===== config.mk =====
export PLATFORM = sky130hd
export DESIGN_NAME = alu_unit
export DESIGN_NICKNAME = d
export VERILOG_FILES = /design/src/rtl/alu_pkg.sv /design/src/rtl/alu_muldiv.sv /design/src/rtl/alu_unit.sv
export SDC_FILE = /design/constraint.sdc
export NUM_CORES = 2
export LEC_CHECK = 0
export ABC_AREA = 1
export CAP_MARGIN = 0
export CORE_UTILIZATION = 30
export CTS_CLUSTER_DIAMETER = 60
export DETAILED_ROUTE_END_ITERATION = 6
export GPL_TIMING_DRIVEN = 0
export PLACE_DENSITY = 0.5
export SYNTH_ARGS = -nofsm -noshare
export SYNTH_HDL_FRONTEND = slang
export SYNTH_SLANG_ARGS = --single-unit

===== constraint.sdc =====
create_clock -name clk -period 92.6 [get_ports clk]
set_input_delay 18.52 -clock clk [delete_from_list [all_inputs] [get_ports clk]]
set_output_delay 18.52 -clock clk [all_outputs]
set_load 0.02 [all_outputs]

===== src/rtl/alu_pkg.sv =====
// ALU opcode encoding and default datapath width shared by alu_unit and alu_muldiv.
package alu_pkg;

  localparam int ALU_WIDTH = 32;

  typedef enum logic [3:0] {
    ALU_ADD = 4'b0001,
    ALU_SUB = 4'b0010,
    ALU_MUL = 4'b0101,
    ALU_DIV = 4'b0110,
    ALU_OR  = 4'b0111,
    ALU_AND = 4'b1000,
    ALU_XOR = 4'b1001,
    ALU_SLL = 4'b1010,
    ALU_SRL = 4'b1011,
    ALU_SLT = 4'b1100
  } alu_op_e;

endpackage


===== src/rtl/alu_muldiv.sv =====
// Unsigned multiply/divide unit with the MIPS-style Hi/Lo/remain registers.
// Divide by zero yields quotient all-ones and remainder = rda, without trapping.
module alu_muldiv
  import alu_pkg::*;
#(
  parameter int WIDTH = ALU_WIDTH
) (
  input  logic             clk,
  input  logic             rst,
  input  logic [WIDTH-1:0] rda,
  input  logic [WIDTH-1:0] rdx,
  input  logic [3:0]       alu_decode,
  output logic [WIDTH-1:0] mul_lo,
  output logic [WIDTH-1:0] quot,
  output logic [WIDTH-1:0] Hi,
  output logic [WIDTH-1:0] Lo,
  output logic [WIDTH-1:0] remain
);

  logic [2*WIDTH-1:0] product;
  logic [WIDTH-1:0]   rem;

  // Full-width product plus quotient/remainder, with the divide-by-zero substitution.
  always_comb begin
    product = {{WIDTH{1'b0}}, rda} * {{WIDTH{1'b0}}, rdx};
    if (rdx == '0) begin
      quot = '1;
      rem  = rda;
    end else begin
      quot = rda / rdx;
      rem  = rda % rdx;
    end
  end

  assign mul_lo = product[WIDTH-1:0];

  // Capture MUL/DIV results; every other opcode leaves the registers alone.
  always_ff @(posedge clk or posedge rst) begin
    if (rst) begin
      Hi     <= '0;
      Lo     <= '0;
      remain <= '0;
    end else if (alu_decode == ALU_MUL) begin
      Hi <= product[2*WIDTH-1:WIDTH];
      Lo <= product[WIDTH-1:0];
    end else if (alu_decode == ALU_DIV) begin
      Hi     <= rem;
      Lo     <= quot;
      remain <= rem;
    end
  end

endmodule


===== src/rtl/alu_unit.sv =====
// 32-bit integer ALU: combinational result/zero, registered Hi/Lo/remain.
// Optional signed-overflow output enabled by defining ALU_OVF_EN.
module alu_unit
  import alu_pkg::*;
#(
  parameter int WIDTH = ALU_WIDTH
) (
  input  logic             clk,
  input  logic             rst,
  input  logic [WIDTH-1:0] rda,
  input  logic [WIDTH-1:0] rdx,
  input  logic [3:0]       alu_decode,
  output logic [WIDTH-1:0] result,
  output logic             zero,
  output logic [WIDTH-1:0] Hi,
  output logic [WIDTH-1:0] Lo,
  output logic [WIDTH-1:0] remain
`ifdef ALU_OVF_EN
  ,
  output logic             ovf
`endif
);

  localparam int SHW = $clog2(WIDTH);

  logic [WIDTH-1:0] sum;
  logic [WIDTH-1:0] diff;
  logic [WIDTH-1:0] mul_lo;
  logic [WIDTH-1:0] quot;
  logic [SHW-1:0]   shamt;
  logic             slt;

  assign sum   = rda + rdx;
  assign diff  = rda - rdx;
  assign shamt = rdx[SHW-1:0];
  assign slt   = $signed(rda) < $signed(rdx);

  alu_muldiv #(.WIDTH(WIDTH)) u_muldiv (
    .clk        (clk),
    .rst        (rst),
    .rda        (rda),
    .rdx        (rdx),
    .alu_decode (alu_decode),
    .mul_lo     (mul_lo),
    .quot       (quot),
    .Hi         (Hi),
    .Lo         (Lo),
    .remain     (remain)
  );

  // Result select; unassigned opcodes drive zero.
  always_comb begin
    result = '0;
    case (alu_decode)
      ALU_ADD: result = sum;
      ALU_SUB: result = diff;
      ALU_MUL: result = mul_lo;
      ALU_DIV: result = quot;
      ALU_OR:  result = rda | rdx;
      ALU_AND: result = rda & rdx;
      ALU_XOR: result = rda ^ rdx;
      ALU_SLL: result = rda << shamt;
      ALU_SRL: result = rda >> shamt;
      ALU_SLT: result = {{(WIDTH-1){1'b0}}, slt};
      default: result = '0;
    endcase
  end

  assign zero = (result == '0);

`ifdef ALU_OVF_EN
  // Two's-complement overflow, only meaningful for ADD and SUB.
  always_comb begin
    ovf = 1'b0;
    if (alu_decode == ALU_ADD)
      ovf = (rda[WIDTH-1] == rdx[WIDTH-1]) && (sum[WIDTH-1] != rda[WIDTH-1]);
    else if (alu_decode == ALU_SUB)
      ovf = (rda[WIDTH-1] != rdx[WIDTH-1]) && (diff[WIDTH-1] != rda[WIDTH-1]);
  end
`endif

endmodule


==> implementation parameters <==
Parameter                              Value

Outcome
  Status    complete, but fails checks
  Violations in the final reports    capacitance limit, slew limit, setup timing

Clocking
  Num CTS Buffers    9
  Clk_lat worst skew    0.42 ns
  TritonCTS clock tree    built
  Maximum root-to-sink buffer count    2
  Cell at the root of the clock tree    sky130_fd_sc_hd__clkbuf_16
  Clk sink count    96
  Maximum level of the CTS H-tree    3
  Clock-pin slew on the worst setup and hold paths    0.07 ns

Cells and area
  Multi-input gate area in the final layout    70200 um2
  Count of placed standard cells in the final layout, fillers left out    15300
  Area used by sequential logic in the layout    2400 um2
  Layout cells sized above 1    20.8%
  Growth of design area from synthesis to finish    26.1%
  Filler instances    26700
  Number of nets in the layout    13800
  Cell area after layout    95400 um2

Detailed routing
  Via count    78400
  Final antenna-violating net count    0
  Count of unresolved DRC violations after routing    0
  Detailed-route vias per instance    5.13
  Final routed wire length divided by cell count    24.9 um
  Number of DRC violations after detailed-routing iteration 0    6795
  Number of iterations in the first detailed-routing pass    6
  DRT Wirelength    380000 um

Die
  I/O Pins    199
  Horizontal die dimension    504 um
  Die area    254000 um2
  Floorplan Core Area    250000 um2
  Chip height    504 um
  Placement Rows    183
  Initial standard-cell utilization of the core    30.3%

Place
  Dpl hpwl    312000 um
  Placed cell area    83600 um2
  Port Buf Inserts    198
  Cell Count Post-Placement    14700
  Weighted congestion at the end of routability-driven global placement    1.04

Synth
  Largest area contributor in the netlist    sky130_fd_sc_hd__fa_1
  Count of distinct cell types in the synthesized netlist    97
  Yosys top cell area share    23.8%
  Warnings from Yosys    0
  Share of synthesized registers carrying an async set or reset    100%
  Cell types with the largest area share after synthesis    sky130_fd_sc_hd__fa_1, sky130_fd_sc_hd__nand2_1, sky130_fd_sc_hd__ha_1
  Area of the mapped netlist    75600 um2
  Count of flip-flops with a built-in enable after synthesis    0
  Part of the Yosys area used for sequential elements    3.18%
  Dominant cell by count in the synthesized netlist    sky130_fd_sc_hd__nand2_1
  Synthesized Nets    13000
  Avg Synthesized Cell Area    6.79 um2
  Most instantiated flip-flop cell in the synthesis netlist    sky130_fd_sc_hd__dfrtp_1
  Flip-flop and latch count after synthesis    96
  Synthesized netlist cell count    11100
  Commonest cells in the netlist    sky130_fd_sc_hd__nand2_1, sky130_fd_sc_hd__inv_1, sky130_fd_sc_hd__fa_1

STA
  Worst clock skew    0 ns
  Worst relative slew slack    -7.03%
  Post-layout minimum cycle time    98.13 ns
  Actual transition at the worst max-transition pin    1.59 ns
  Highest Clock Rate    10.2 MHz
  Crit share post-route    106%
  Count of endpoints failing setup in the final report    4
  Unrepaired setup endpoints after global routing    yes
  Count of final hold-check violations    0
  Minimum setup slack in the final design    -5.53 ns
  Final-report max-slew violation count    5

Worst setup path
  Reg2reg end    u_muldiv.Lo[26]
  Type of destination of the critical path    primary output
  Data required time of the worst path    74.08 ns
  Reg-to-reg setup timing slack    91.61 ns
  Top cell by count, worst path    sky130_fd_sc_hd__nand2_1
  Startpoint type of the worst setup path    input port
  Worst EP arrival    79.61 ns
  Depth of the worst register-to-register path    2
  CP peak stage delay    0.56 ns
  Startpoint of the most critical register-to-register path    u_muldiv.Lo[26]
  Worst-path maximum fanout    10
  Critical Path Slowest Stage Cell    sky130_fd_sc_hd__or4_4
  Kind of critical path    input port to primary output

Global routing
  Maximum number of pins on one net before global-route repair    58
  GRT Max-Usage Layer    met2
  Global-route met2 utilization    45.8%
  Total routing usage reported by global routing    28.8%
  Sum of overflow across all layers after global routing    0
  Number of global-route vias before repair    76000
  GRT met3 Usage    4.08%
  Global-route wire length before repair    535000 um
  GR Util met1    37.3%
  Number of antenna violations at the first check in global routing    30

Worst hold path
  Cell depth of the worst min-delay path    2
  WHS Endpoint    u_muldiv.remain[10]
  Min-Delay Startpoint    u_muldiv.remain[10]
  Class of the most critical hold timing path    register to register

Run
  Max-cap violation count    2
-- metal layers --
layer	up-vias	wire, um
li1	36500	-
met1	38300	158000
met2	2828	168000
met3	711	26600
met4	10	26600
met5	-	69
-- final cells by class --
class | count | share of cell area, %
Clock buffer | 10 | 0.240
Multi-Input combinational cell | 8374 | 73.6
Tap cell | 3330 | 4.37
Clock inverter | 6 | 0.0538
Antenna cell | 12 | 0.0315
Timing Repair Buffer | 783 | 7.17
Inverter | 2220 | 8.91
Timing Repair inverter | 2 | 0.0197
Buffer | 435 | 3.09
Sequential cell | 96 | 2.52
-- what timing repair did --
item	4_1_cts	5_1_grt
hold buffers	0	0
pin swaps	147	556
resized for setup	568	1149
cloned	10	12
endpoints found under the hold margin	0	0
buffers inserted	198	358
setup endpoints to repair	7	7
-- registers in the layout (all words and copies together), names as in the netlist --
| name | cells |
|---|---|
| u_muldiv.Lo | 32 |
| u_muldiv.Hi | 32 |
| u_muldiv.remain | 32 |
-- cells by family after synthesis --
kind of cell / share of synthesized area, %
buf+inv: 14.0
mux: 0.156
compound gates: 14.3
flops: 3.18
simple gates: 24.9
fa+ha+maj: 38.5
xor+xnor: 4.88
-- how the worst max path moves through the flow --
stage | startpoint | slack [ns] | end
after floorplan | rdx[0] | -0.53 | zero
after global placement | rdx[2] | -17.30 | zero
after detailed placement | rdx[0] | -16.81 | zero
after CTS | rdx[24] | -7.13 | zero
after global routing | rdx[28] | -8.80 | zero
final | rdx[5] | -5.53 | zero
-- stage by stage --
stage	utilization [%]	setup WS, ns	TNS (ns)	hold slack (ns)
6_report	38.2	-5.53	-14.90	0.486
4_1_cts	35.2	-7.13	-20.19	0.488
3_5_place_dp	33.5	-16.81	-70.66	0.466
2_1_floorplan	-	-0.533	-0.813	0.584
3_3_place_gp	33.4	-17.30	-74.68	0.466
5_1_grt	38.2	-8.80	-28.33	0.499
-- cell usage in the layout (no fill, tap or decap), types with 28 or more instances in the layout --
cell,synthesis,layout
sky130_fd_sc_hd__a21oi_1,730,575
sky130_fd_sc_hd__a21oi_2,42,138
sky130_fd_sc_hd__a21oi_4,11,70
sky130_fd_sc_hd__buf_1,59,58
sky130_fd_sc_hd__buf_12,0,42
sky130_fd_sc_hd__buf_2,59,40
sky130_fd_sc_hd__buf_4,24,534
sky130_fd_sc_hd__buf_6,21,58
sky130_fd_sc_hd__clkbuf_1,253,224
sky130_fd_sc_hd__clkbuf_16,0,28
sky130_fd_sc_hd__clkdlybuf4s50_1,0,160
sky130_fd_sc_hd__dfrtp_1,96,96
sky130_fd_sc_hd__fa_1,899,898
sky130_fd_sc_hd__ha_1,891,667
sky130_fd_sc_hd__ha_4,0,211
sky130_fd_sc_hd__inv_1,2121,2011
sky130_fd_sc_hd__inv_2,84,168
sky130_fd_sc_hd__nand2_1,3000,2724
sky130_fd_sc_hd__nand2_2,89,286
sky130_fd_sc_hd__nand2_4,8,79
sky130_fd_sc_hd__nand3_1,335,292
sky130_fd_sc_hd__nand3_2,111,134
sky130_fd_sc_hd__nand4_1,52,52
sky130_fd_sc_hd__nor2_1,434,355
sky130_fd_sc_hd__nor2_2,28,56
sky130_fd_sc_hd__nor2_4,13,64
sky130_fd_sc_hd__nor3_1,77,45
sky130_fd_sc_hd__o211ai_1,35,35
sky130_fd_sc_hd__o21ai_0,403,337
sky130_fd_sc_hd__o21ai_1,106,73
sky130_fd_sc_hd__o21ai_2,68,116
sky130_fd_sc_hd__o21ai_4,0,51
sky130_fd_sc_hd__o21bai_1,43,35
sky130_fd_sc_hd__o221ai_1,33,30
sky130_fd_sc_hd__o22ai_1,43,41
sky130_fd_sc_hd__or2_2,61,56
sky130_fd_sc_hd__xnor2_1,154,154
sky130_fd_sc_hd__xor2_1,267,267
-- critical path, delay by kind of cell --
kind                     cells  cell delay, ns
AND/OR/NAND/NOR            204           23.17
AO/OA/AOI/OAI              139           19.73
buffers and inverters       88            8.97
adder cells (fa/ha/maj)     31            8.57
XOR/XNOR                     3            0.46
Power is not shown: default switching activity piles up to over one toggle a cycle in this logic, so the estimate is an artifact.
